<file path="src/rtl/riscv_soc_monitor.sv">
// End-of-test monitor: snoops fetch/data buses, decides pass/fail/timeout/hang, captures signature words.
// Latency: bus events sampled at the rising edge, visible the next cycle; sig_rd_data is combinational.
// Backpressure: none -- purely passive observer, never stalls or drives the snooped buses.
module riscv_soc_monitor #(
  parameter int                ADDR_W      = 32,
  parameter int                DATA_W      = 32,
  parameter logic [ADDR_W-1:0] TOHOST_ADDR = 'h100,
  parameter logic [DATA_W-1:0] PASS_VALUE  = 1,
  parameter logic [ADDR_W-1:0] SIG_BASE    = 'h200,
  parameter int                SIG_DEPTH   = 16,
  parameter int                TIMEOUT     = 100000,
  parameter int                HANG_LIMIT  = 64,
  localparam int               IDX_W       = $clog2(SIG_DEPTH)
) (
  input  logic              clk,
  input  logic              rst,
  input  logic              enable,
  input  logic              inst_ce,
  input  logic [ADDR_W-1:0] inst_addr,
  input  logic              data_ce,
  input  logic              data_we,
  input  logic [ADDR_W-1:0] data_addr,
  input  logic [DATA_W-1:0] data_wdata,
  input  logic [IDX_W-1:0]  sig_rd_idx,
  output logic [DATA_W-1:0] sig_rd_data,
  output logic [IDX_W:0]    sig_count,
  output logic [2:0]        state,
  output logic              done,
  output logic              pass,
  output logic              fail,
  output logic              timeout,
  output logic              hang,
  output logic [DATA_W-1:0] result,
  output logic [31:0]       cycle_cnt,
  output logic [31:0]       fetch_cnt
);

  localparam int                HC_W     = $clog2(HANG_LIMIT + 1);
  localparam logic [31:0]       TO_LAST  = 32'(TIMEOUT - 1);
  localparam logic [HC_W-1:0]   HC_LAST  = HC_W'(HANG_LIMIT - 1);
  localparam logic [ADDR_W-1:0] SIG_SPAN = ADDR_W'(4 * SIG_DEPTH);
  localparam logic [IDX_W:0]    SIG_FULL = (IDX_W + 1)'(SIG_DEPTH);

  typedef enum logic [2:0] {
    S_IDLE    = 3'd0,
    S_RUN     = 3'd1,
    S_PASS    = 3'd2,
    S_FAIL    = 3'd3,
    S_TIMEOUT = 3'd4,
    S_HANG    = 3'd5
  } state_t;

  state_t              state_q, state_d;
  logic                done_d, pass_d, fail_d, timeout_d, hang_d;
  logic [ADDR_W-1:0]   prev_pc;
  logic                prev_valid;
  logic [HC_W-1:0]     hang_cnt;
  logic [DATA_W-1:0]   sig_mem [SIG_DEPTH];
  logic [ADDR_W-1:0]   sig_off;
  logic                run, tohost_hit, timeout_hit, same_fetch, hang_hit, sig_wr;

  assign run         = (state_q == S_RUN);
  assign tohost_hit  = data_ce & data_we & (data_addr == TOHOST_ADDR) & (data_wdata != '0);
  assign timeout_hit = (cycle_cnt == TO_LAST);
  assign same_fetch  = inst_ce & prev_valid & (inst_addr == prev_pc);
  assign hang_hit    = same_fetch & (hang_cnt == HC_LAST);

  // Unsigned wrap makes addresses below SIG_BASE fall out of range too.
  assign sig_off     = data_addr - SIG_BASE;
  assign sig_wr      = run & data_ce & data_we & (sig_off < SIG_SPAN) & (sig_off[1:0] == 2'b00);

  assign state       = state_q;
  assign sig_rd_data = sig_mem[sig_rd_idx];

  always_ff @(posedge clk or negedge rst) begin
    if (!rst) begin
      state_q <= S_IDLE;
      done    <= 1'b0;
      pass    <= 1'b0;
      fail    <= 1'b0;
      timeout <= 1'b0;
      hang    <= 1'b0;
    end else begin
      state_q <= state_d;
      done    <= done_d;
      pass    <= pass_d;
      fail    <= fail_d;
      timeout <= timeout_d;
      hang    <= hang_d;
    end
  end

  always_comb begin
    state_d = state_q;
    case (state_q)
      S_IDLE: if (enable) state_d = S_RUN;
      S_RUN: begin
        if (tohost_hit)       state_d = (data_wdata == PASS_VALUE) ? S_PASS : S_FAIL;
        else if (timeout_hit) state_d = S_TIMEOUT;
        else if (hang_hit)    state_d = S_HANG;
      end
      default: state_d = state_q;
    endcase
  end

  // Flags are decoded from the next state and registered so they never glitch.
  always_comb begin
    pass_d    = (state_d == S_PASS);
    fail_d    = (state_d == S_FAIL);
    timeout_d = (state_d == S_TIMEOUT);
    hang_d    = (state_d == S_HANG);
    done_d    = pass_d | fail_d | timeout_d | hang_d;
  end

  always_ff @(posedge clk or negedge rst) begin
    if (!rst) begin
      cycle_cnt  <= '0;
      fetch_cnt  <= '0;
      result     <= '0;
      prev_pc    <= '0;
      prev_valid <= 1'b0;
      hang_cnt   <= '0;
      sig_count  <= '0;
    end else if (run) begin
      if (cycle_cnt != '1) cycle_cnt <= cycle_cnt + 32'd1;
      if (inst_ce) begin
        if (fetch_cnt != '1) fetch_cnt <= fetch_cnt + 32'd1;
        prev_pc    <= inst_addr;
        prev_valid <= 1'b1;
      end
      hang_cnt <= same_fetch ? hang_cnt + HC_W'(1) : '0;
      if (tohost_hit) result <= data_wdata;
      if (sig_wr && sig_count != SIG_FULL) sig_count <= sig_count + (IDX_W + 1)'(1);
    end
  end

  always_ff @(posedge clk or negedge rst) begin
    if (!rst) begin
      for (int i = 0; i < SIG_DEPTH; i++) sig_mem[i] <= '0;
    end else if (sig_wr) begin
      sig_mem[sig_off[IDX_W+1:2]] <= data_wdata;
    end
  end

endmodule

</file>
<file path="config.mk">
export PLATFORM = sky130hd
export DESIGN_NAME = riscv_soc_monitor
export DESIGN_NICKNAME = d
export VERILOG_FILES = /design/src/rtl/riscv_soc_monitor.sv
export SDC_FILE = /design/constraint.sdc
export NUM_CORES = 1
export LEC_CHECK = 0
export BUFFER_PORTS_ARGS = -buffer_cell sky130_fd_sc_hd__buf_2
export CELL_PAD_IN_SITES_DETAIL_PLACEMENT = 0
export CELL_PAD_IN_SITES_GLOBAL_PLACEMENT = 1
export CORE_UTILIZATION = 47
export DETAILED_ROUTE_END_ITERATION = 16
export PLACE_DENSITY_LB_ADDON = 0.1
export SYNTH_ARGS = -nofsm -noshare
export SYNTH_HDL_FRONTEND = slang
export SYNTH_SLANG_ARGS = --single-unit
</file>
<file path="constraint.sdc">
create_clock -name clk -period 3.8 [get_ports clk]
set_input_delay 0.19 -clock clk [delete_from_list [all_inputs] [get_ports clk]]
set_output_delay 0.19 -clock clk [all_outputs]
set_load 0.02 [all_outputs]
</file>
==> metrics.csv, run 1 <==
stage;metric;value;unit
timing;tns;0;ns
floorplan;num_rows;92;
critical_path;cp.buffers_inverters;2;
layout;final_cell_mix;dfrtp_1 (661), mux2_1 (480), buf_2 (243);
power_and_ir_drop;p_leak;18.0;nW
layout;area_growth;16.3;%
yosys;synth_area;30400;um^2
floorplan;core-area;63400;um^2
clock_network;cts_sinks;661;
yosys;synthXorXnorAreaFrac;0.0285;
critical_path;end_kind;flop;
timing;rsz0062_at_grt;no;
detailed_routing;wl_met1;33900;um
power_and_ir_drop;power_density;428;nW/um^2
layout;drive_gt1_frac;0.287;
yosys;ys_ff_latch;661;
place;portBuffers;246;
critical_path;slowest_delay;1.07;ns
place;dpl.hpwl;49800;um
detailed_routing;ant_nets;0;
layout;layout.nets;2428;
critical_path;cp_slowest_cell;nor4_1;
power_and_ir_drop;ir_drop;287;uV
critical_path;crit_family;simple AND/OR/NAND/NOR gates;
critical_path;arrival;3.93;ns
yosys;synth_top_family_by_area;multiplexers;
grt;overflow;0;
yosys;ys_seq_area_frac;0.544;
timing;finClkSkew;0.0172;ns
floorplan;floorplan.die.width;256;um
yosys;synth_adder_area_share;0.00247;
detailed_routing;wl_met3;4140;um
yosys;syn_inst;2037;
detailed_routing;drt_iter0_markers;993;
critical_path;cp-start-kind;input port;
place;numPlacedInstances;3052;
clock_network;cts_made_buffers;73;
layout;layout_commonest_cell;dfrtp_1;
flow_run;cap_violations;0;
timing;hold_slack;0.0699;ns
clock_network;clockBufferDepth;3;
clock_network;post_cts_resized;0;
floorplan;dieArea;65700;um^2
yosys;synth-simple-area-share;0.0605;
layout;seqCellArea;16500;um^2
yosys;synth_top_area_share;0.544;
clock_network;cts-root-buf;clkbuf_16;
timing;slew_violations;0;
timing;fmax;290;MHz
clock_network;cts_tree;yes;
layout;nFillCells;5193;
detailed_routing;wl_per_cell;23.8;um
layout;final_cells;3214;
yosys;yosys.area.top_type;dfrtp_1;
yosys;yosys_warnings;0;
floorplan;num_io_pins;247;
timing;finalCritPeriodShare;0.907;
floorplan;die_y;256;um
yosys;ys_types;52;
place;gp_congestion;0.836;
grt;grt_pass1_wl;121000;um
floorplan;initial_utilization;0.479;
timing;max_slew_margin;0.172;
status;status;completed;
critical_path;critPathKind;input port to flop;
clock_network;clk_pin_slew;0.06;ns
clock_network;cts_max_level;3;
yosys;synth_ff_type;dfrtp_1;
timing;worst_slew_pin_slew;1.23;ns
critical_path;required;4.28;ns
timing;finalCriticalPeriod;3.45;ns
detailed_routing;highest_layer;met5;
detailed_routing;vias;18200;
yosys;netlist_top_cells_area;dfrtp_1 (54%), mux2_1 (18%), mux4_2 (12%);
critical_path;cp_max_fo;21;
worst_hold_path;holdCritPathClass;input port to flop;
timing;report.final.setup_viol;0;
layout;fin_util;0.557;
grt;grt_max_degree;105;
place;place_area;32700;um^2
detailed_routing;routed_wirelength;76500;um
yosys;synth-compound-area-share;0.00745;
detailed_routing;viasPerCell;5.66;
detailed_routing;firstDrtPassIters;5;
grt;grt_pass1_vias;19400;
yosys;syn_area_per_cell;14.9;um^2
timing;hold_viol;0;
clock_network;clk_latency;0.60;ns
layout;multiInputGateArea;12800;um^2
grt;antenna_found_initial;12;
yosys;syn-num-nets;2149;
yosys;synthArstFlopShare;1.00;
yosys;synth_edf_count;0;
yosys;synth.area.mux_share;0.321;
detailed_routing;drc;0;
critical_path;path_cells;buf_2 -> nor4_1 -> nand4_1 -> nor3_1 -> nor3_4 -> buf_4 -> mux2_2;
grt;grtUsageTotal;0.241;
layout;fin_area;35300;um^2
detailed_routing;dr_wl_met2;36100;um
-- final timing paths --
| kind | endpoint | depth (start not counted) | from | slack (ns) |
|---|---|---|---|---|
| min in group asynchronous | sig_mem[306] | 2 | rst | 0.26 |
| setup reg to reg | sig_mem[486] | 9 | state[1] | 0.51 |
| max in group asynchronous | sig_mem[185] | 3 | rst | 2.42 |
| hold / removal | sig_mem[344] | 2 | data_wdata[24] | 0.07 |
| setup / recovery | result[10] | 7 | data_wdata[13] | 0.35 |
| hold reg to reg | prev_valid | 1 | prev_valid | 0.46 |
-- state kept, by name (all words and copies together) (netlist names), 3 cells and up --
signal	count
cycle_cnt	32
fetch_cnt	32
hang_cnt	7
prev_pc	32
result	32
sig_count	5
sig_mem	512
state	3
-- metal layers --
metal,GRT usage,up-vias
met3,0.0570,116
met1,0.331,9703
met5,0,-
met2,0.375,345
li1,-,8032
met4,0.0865,6
-- layout make-up --
cell class                 instances  share of cell area
tap                              846              0.0300
inverter                          17             0.00181
clock inverter                    14             0.00383
sequential                       661               0.468
antenna                            7            0.000496
multi-input combinational       1204               0.362
clock buffer                     106              0.0610
timing repair buffer             359              0.0723
-- stage by stage --
| stage | total power [W] | setup WS, ns |
|---|---|---|
| 2_1_floorplan | 0.00786 | 0.863 |
| 6_report | 0.0151 | 0.353 |
| 3_5_place_dp | 0.00841 | -0.419 |
| 3_3_place_gp | 0.00839 | -0.386 |
| 5_1_grt | 0.0157 | 0.275 |
| 4_1_cts | 0.0153 | 0.220 |
-- kinds of logic (layout without fill, tap and decap cells) --
logic type | Yosys count | after routing
xor gates and xnor gates | 99 | 99
buffers and inverters | 172 | 496
other | 0 | 7
AOI/OAI and AO/OA | 34 | 34
adders and majority gates | 6 | 6
muxes | 707 | 707
and+or+nand+nor | 358 | 358
DFF | 661 | 661
-- cells in the mapped netlist, types with 3 or more instances --
| cell | n |
|---|---|
| buf_2 | 6 |
| buf_4 | 16 |
| nor4b_1 | 3 |
| and3_1 | 32 |
| and4_1 | 10 |
| nor2_1 | 23 |
| mux4_2 | 160 |
| inv_1 | 17 |
| nor4_1 | 25 |
| xnor2_1 | 47 |
| nand2b_1 | 3 |
| nand3_1 | 40 |
| and2_1 | 8 |
| dfrtp_1 | 661 |
| or4_1 | 4 |
| buf_1 | 10 |
| nand4_1 | 28 |
| a21oi_1 | 4 |
| buf_6 | 48 |
| ha_1 | 6 |
| nor2b_1 | 6 |
| o31ai_1 | 3 |
| mux2_1 | 480 |
| nand2_1 | 133 |
| mux2_2 | 66 |
| o21ai_0 | 12 |
| nor3b_1 | 5 |
| nor3_1 | 26 |
| clkbuf_1 | 75 |
| xor2_1 | 52 |
-- report_power, final --
group / internal [W] / switching [W]
Sequential: 0.00715 / 0.000132
Clock: 0.00404 / 0.00278
Combinational: 0.000350 / 0.000659
-- what timing repair did --
item	CTS	global route
hold endpoints to repair	121	0
buffers inserted	0	0
hold buffers	35	0
No activity file was read; power rests on OpenSTA's default activity.
==> inputs of run 2 (changes only) <==
--- a/config.mk
+++ b/config.mk
@@ -9,8 +9,10 @@
 export CELL_PAD_IN_SITES_DETAIL_PLACEMENT = 0
 export CELL_PAD_IN_SITES_GLOBAL_PLACEMENT = 1
 export CORE_UTILIZATION = 47
+export CTS_BUF_LIST = sky130_fd_sc_hd__clkbuf_2 sky130_fd_sc_hd__clkbuf_4 sky130_fd_sc_hd__clkbuf_8
 export DETAILED_ROUTE_END_ITERATION = 16
 export PLACE_DENSITY_LB_ADDON = 0.1
+export REMOVE_ABC_BUFFERS = 1
 export SYNTH_ARGS = -nofsm -noshare
 export SYNTH_HDL_FRONTEND = slang
 export SYNTH_SLANG_ARGS = --single-unit
==> metrics.csv, run 2 (same netlist as run 1, synthesis figures left out) <==
stage;metric;value;unit;change
layout;largest_register_ffs;512;;unchanged
layout;nFillCells;5167;;-0.50%
layout;layout.nets;2477;;+2.0%
clock_network;cts-root-buf;clkbuf_8;;
floorplan;core-area;63400;um^2;unchanged
timing;finalCriticalPeriod;3.19;ns;-0.259 ns
timing;fmax;314;MHz;+8.1%
layout;final_cell_mix;dfrtp_1 (661), mux2_1 (480), buf_2 (243);;
floorplan;die_y;256;um;unchanged
timing;finalCritPeriodShare;0.839;;-0.0682
power_and_ir_drop;combPwrFrac;0.067;;about the same
layout;drive_gt1_frac;0.310;;+0.0229
layout;layout_commonest_cell;dfrtp_1;;
timing;hold_viol;0;;unchanged
timing;report.final.setup_viol;0;;unchanged
clock_network;post_cts_resized;0;;unchanged
detailed_routing;ant_nets;0;;unchanged
detailed_routing;routed_wirelength;74000;um;-3.2%
detailed_routing;viasPerCell;5.56;;-1.8%
clock_network;cts_hold_buf;59;;+69%
power_and_ir_drop;p_seq_frac;0.486;;+0.004
detailed_routing;firstDrtPassIters;5;;unchanged
detailed_routing;vias;18400;;+0.83%
critical_path;r2r_setup_slack;0.61;ns;+0.10 ns
timing;hold_slack;0.0560;ns;-0.0139 ns
layout;area_growth;16.9;%;
floorplan;num_io_pins;247;;unchanged
floorplan;dieArea;65700;um^2;unchanged
clock_network;cts_max_level;3;;unchanged
critical_path;end_kind;flop;;
power_and_ir_drop;power_density;421;nW/um^2;-1.5%
place;dpl.hpwl;45800;um;-8.0%
grt;grt_pass1_wl;118000;um;-1.9%
timing;tns;0;ns;unchanged
worst_hold_path;holdCritPathClass;input port to flop;;
grt;overflow;0;;unchanged
layout;fin_area;35500;um^2;+0.57%
critical_path;arrival;3.75;ns;-0.18 ns
status;status;completed;;
detailed_routing;wl_per_cell;22.4;um;-5.8%
critical_path;required;4.36;ns;+0.08 ns
clock_network;post-cts-setup-buffer-count;0;;unchanged
place;place_area;32500;um^2;-0.49%
timing;finClkSkew;0.0294;ns;+0.0123 ns
detailed_routing;highest_layer;met5;;
detailed_routing;dr_wl_met2;35300;um;-2.1%
critical_path;critPathKind;flop to flop;;
grt;antenna_found_initial;3;;-9
power_and_ir_drop;swShare;0.242;;+0.00600
timing;slew_violations;0;;unchanged
detailed_routing;drc;0;;unchanged
power_and_ir_drop;p_clk_frac;0.446;;-0.005
place;gp_congestion;0.807;;-3.5%
clock_network;cts_made_buffers;112;;+53%
grt;grt_max_degree;113;;+7.6%
power_and_ir_drop;ir_drop;281;uV;-2.0%
critical_path;cp_max_fo;20;;-4.8%
critical_path;cp-start-kind;flop;;
floorplan;num_rows;92;;unchanged
detailed_routing;drt_iter0_markers;1081;;+8.9%
detailed_routing;wl_met3;3840;um;-7.2%
power_and_ir_drop;p_leak;18.2;nW;+1.0%
clock_network;cts_sinks;661;;unchanged
timing;rsz0062_at_grt;no;;
floorplan;floorplan.die.width;256;um;unchanged
place;portBuffers;246;;unchanged
clock_network;clockBufferDepth;3;;unchanged
clock_network;clk_pin_slew;0.06;ns;about the same
grt;grt_pass1_vias;20100;;+3.6%
clock_network;cts_tree;yes;;
power_and_ir_drop;netSwitchingPower;0.00362;W;+1.6%
flow_run;cap_violations;0;;unchanged
clock_network;clk_latency;0.71;ns;+0.11 ns
floorplan;initial_utilization;0.479;;unchanged
detailed_routing;wl_met1;33000;um;-2.7%
power_and_ir_drop;internal_power;0.0113;W;-1.7%
grt;grtUsageTotal;0.234;;-0.00700
timing;worst_slew_pin_slew;0.940;ns;-0.291 ns
timing;max_slew_margin;0.371;;+0.200
layout;regMostFlops;sig_mem;;
-- run 2: power groups by stage --
| stage | logic [W] | clock network, W | registers, W |
|---|---|---|---|
| detailed placement | 0.000982 | 0 | 0.00740 |
| finish | 0.00101 | 0.00668 | 0.00728 |
| global route | 0.00112 | 0.00726 | 0.00730 |
| CTS | 0.00103 | 0.00690 | 0.00728 |
| global placement | 0.000966 | 0 | 0.00739 |
| floorplan | 0.000292 | 0 | 0.00746 |
-- run 2: layout make-up --
cell class	count	area [um^2]	share of cell area
tap	846	1060	0.0298
clock inverter	14	96.3	0.00271
inverter	17	63.8	0.00180
sequential	661	16500	0.466
clock buffer	186	2320	0.0654
multi-input combinational	1204	12800	0.360
antenna	4	10.0	0.000282
timing repair buffer	369	2640	0.0742
-- run 2: final timing paths --
path	from	end	cells after the start
min in group asynchronous	rst	sig_mem[13]	2
max	state[1]	sig_mem[421]	9
max in group asynchronous	rst	sig_mem[449]	3
max reg2reg	state[1]	sig_mem[421]	9
min	data_wdata[23]	sig_mem[503]	2
min reg2reg	prev_valid	prev_valid	1
-- run 2: per-stage QoR --
step	power, W	setup WS (ns)	util	cells
floorplan	0.00776	-0.0469	-	1882
global placement	0.00836	0.497	0.513	3038
detailed placement	0.00838	0.382	0.513	3038
CTS	0.0152	0.607	0.560	3297
global route	0.0157	0.441	0.560	3300
finish	0.0150	0.612	0.560	3301
-- run 2: critical path, cell delays in order, from the launching register on --
cell and delay (ns):
dfrtp_1 0.43, or3b_1 0.41, or4_1 0.47, nor4_1 0.29, nand4_1 0.18, nor3_2 0.12
buf_4 0.22, and3_2 0.22, buf_4 0.34, mux2_1 0.36
-- run 2: layer usage --
layer	global-route usage	vias up
met5	0.0102	-
met4	0.0758	2
met3	0.0520	111
met2	0.373	420
met1	0.318	9686
li1	-	8134
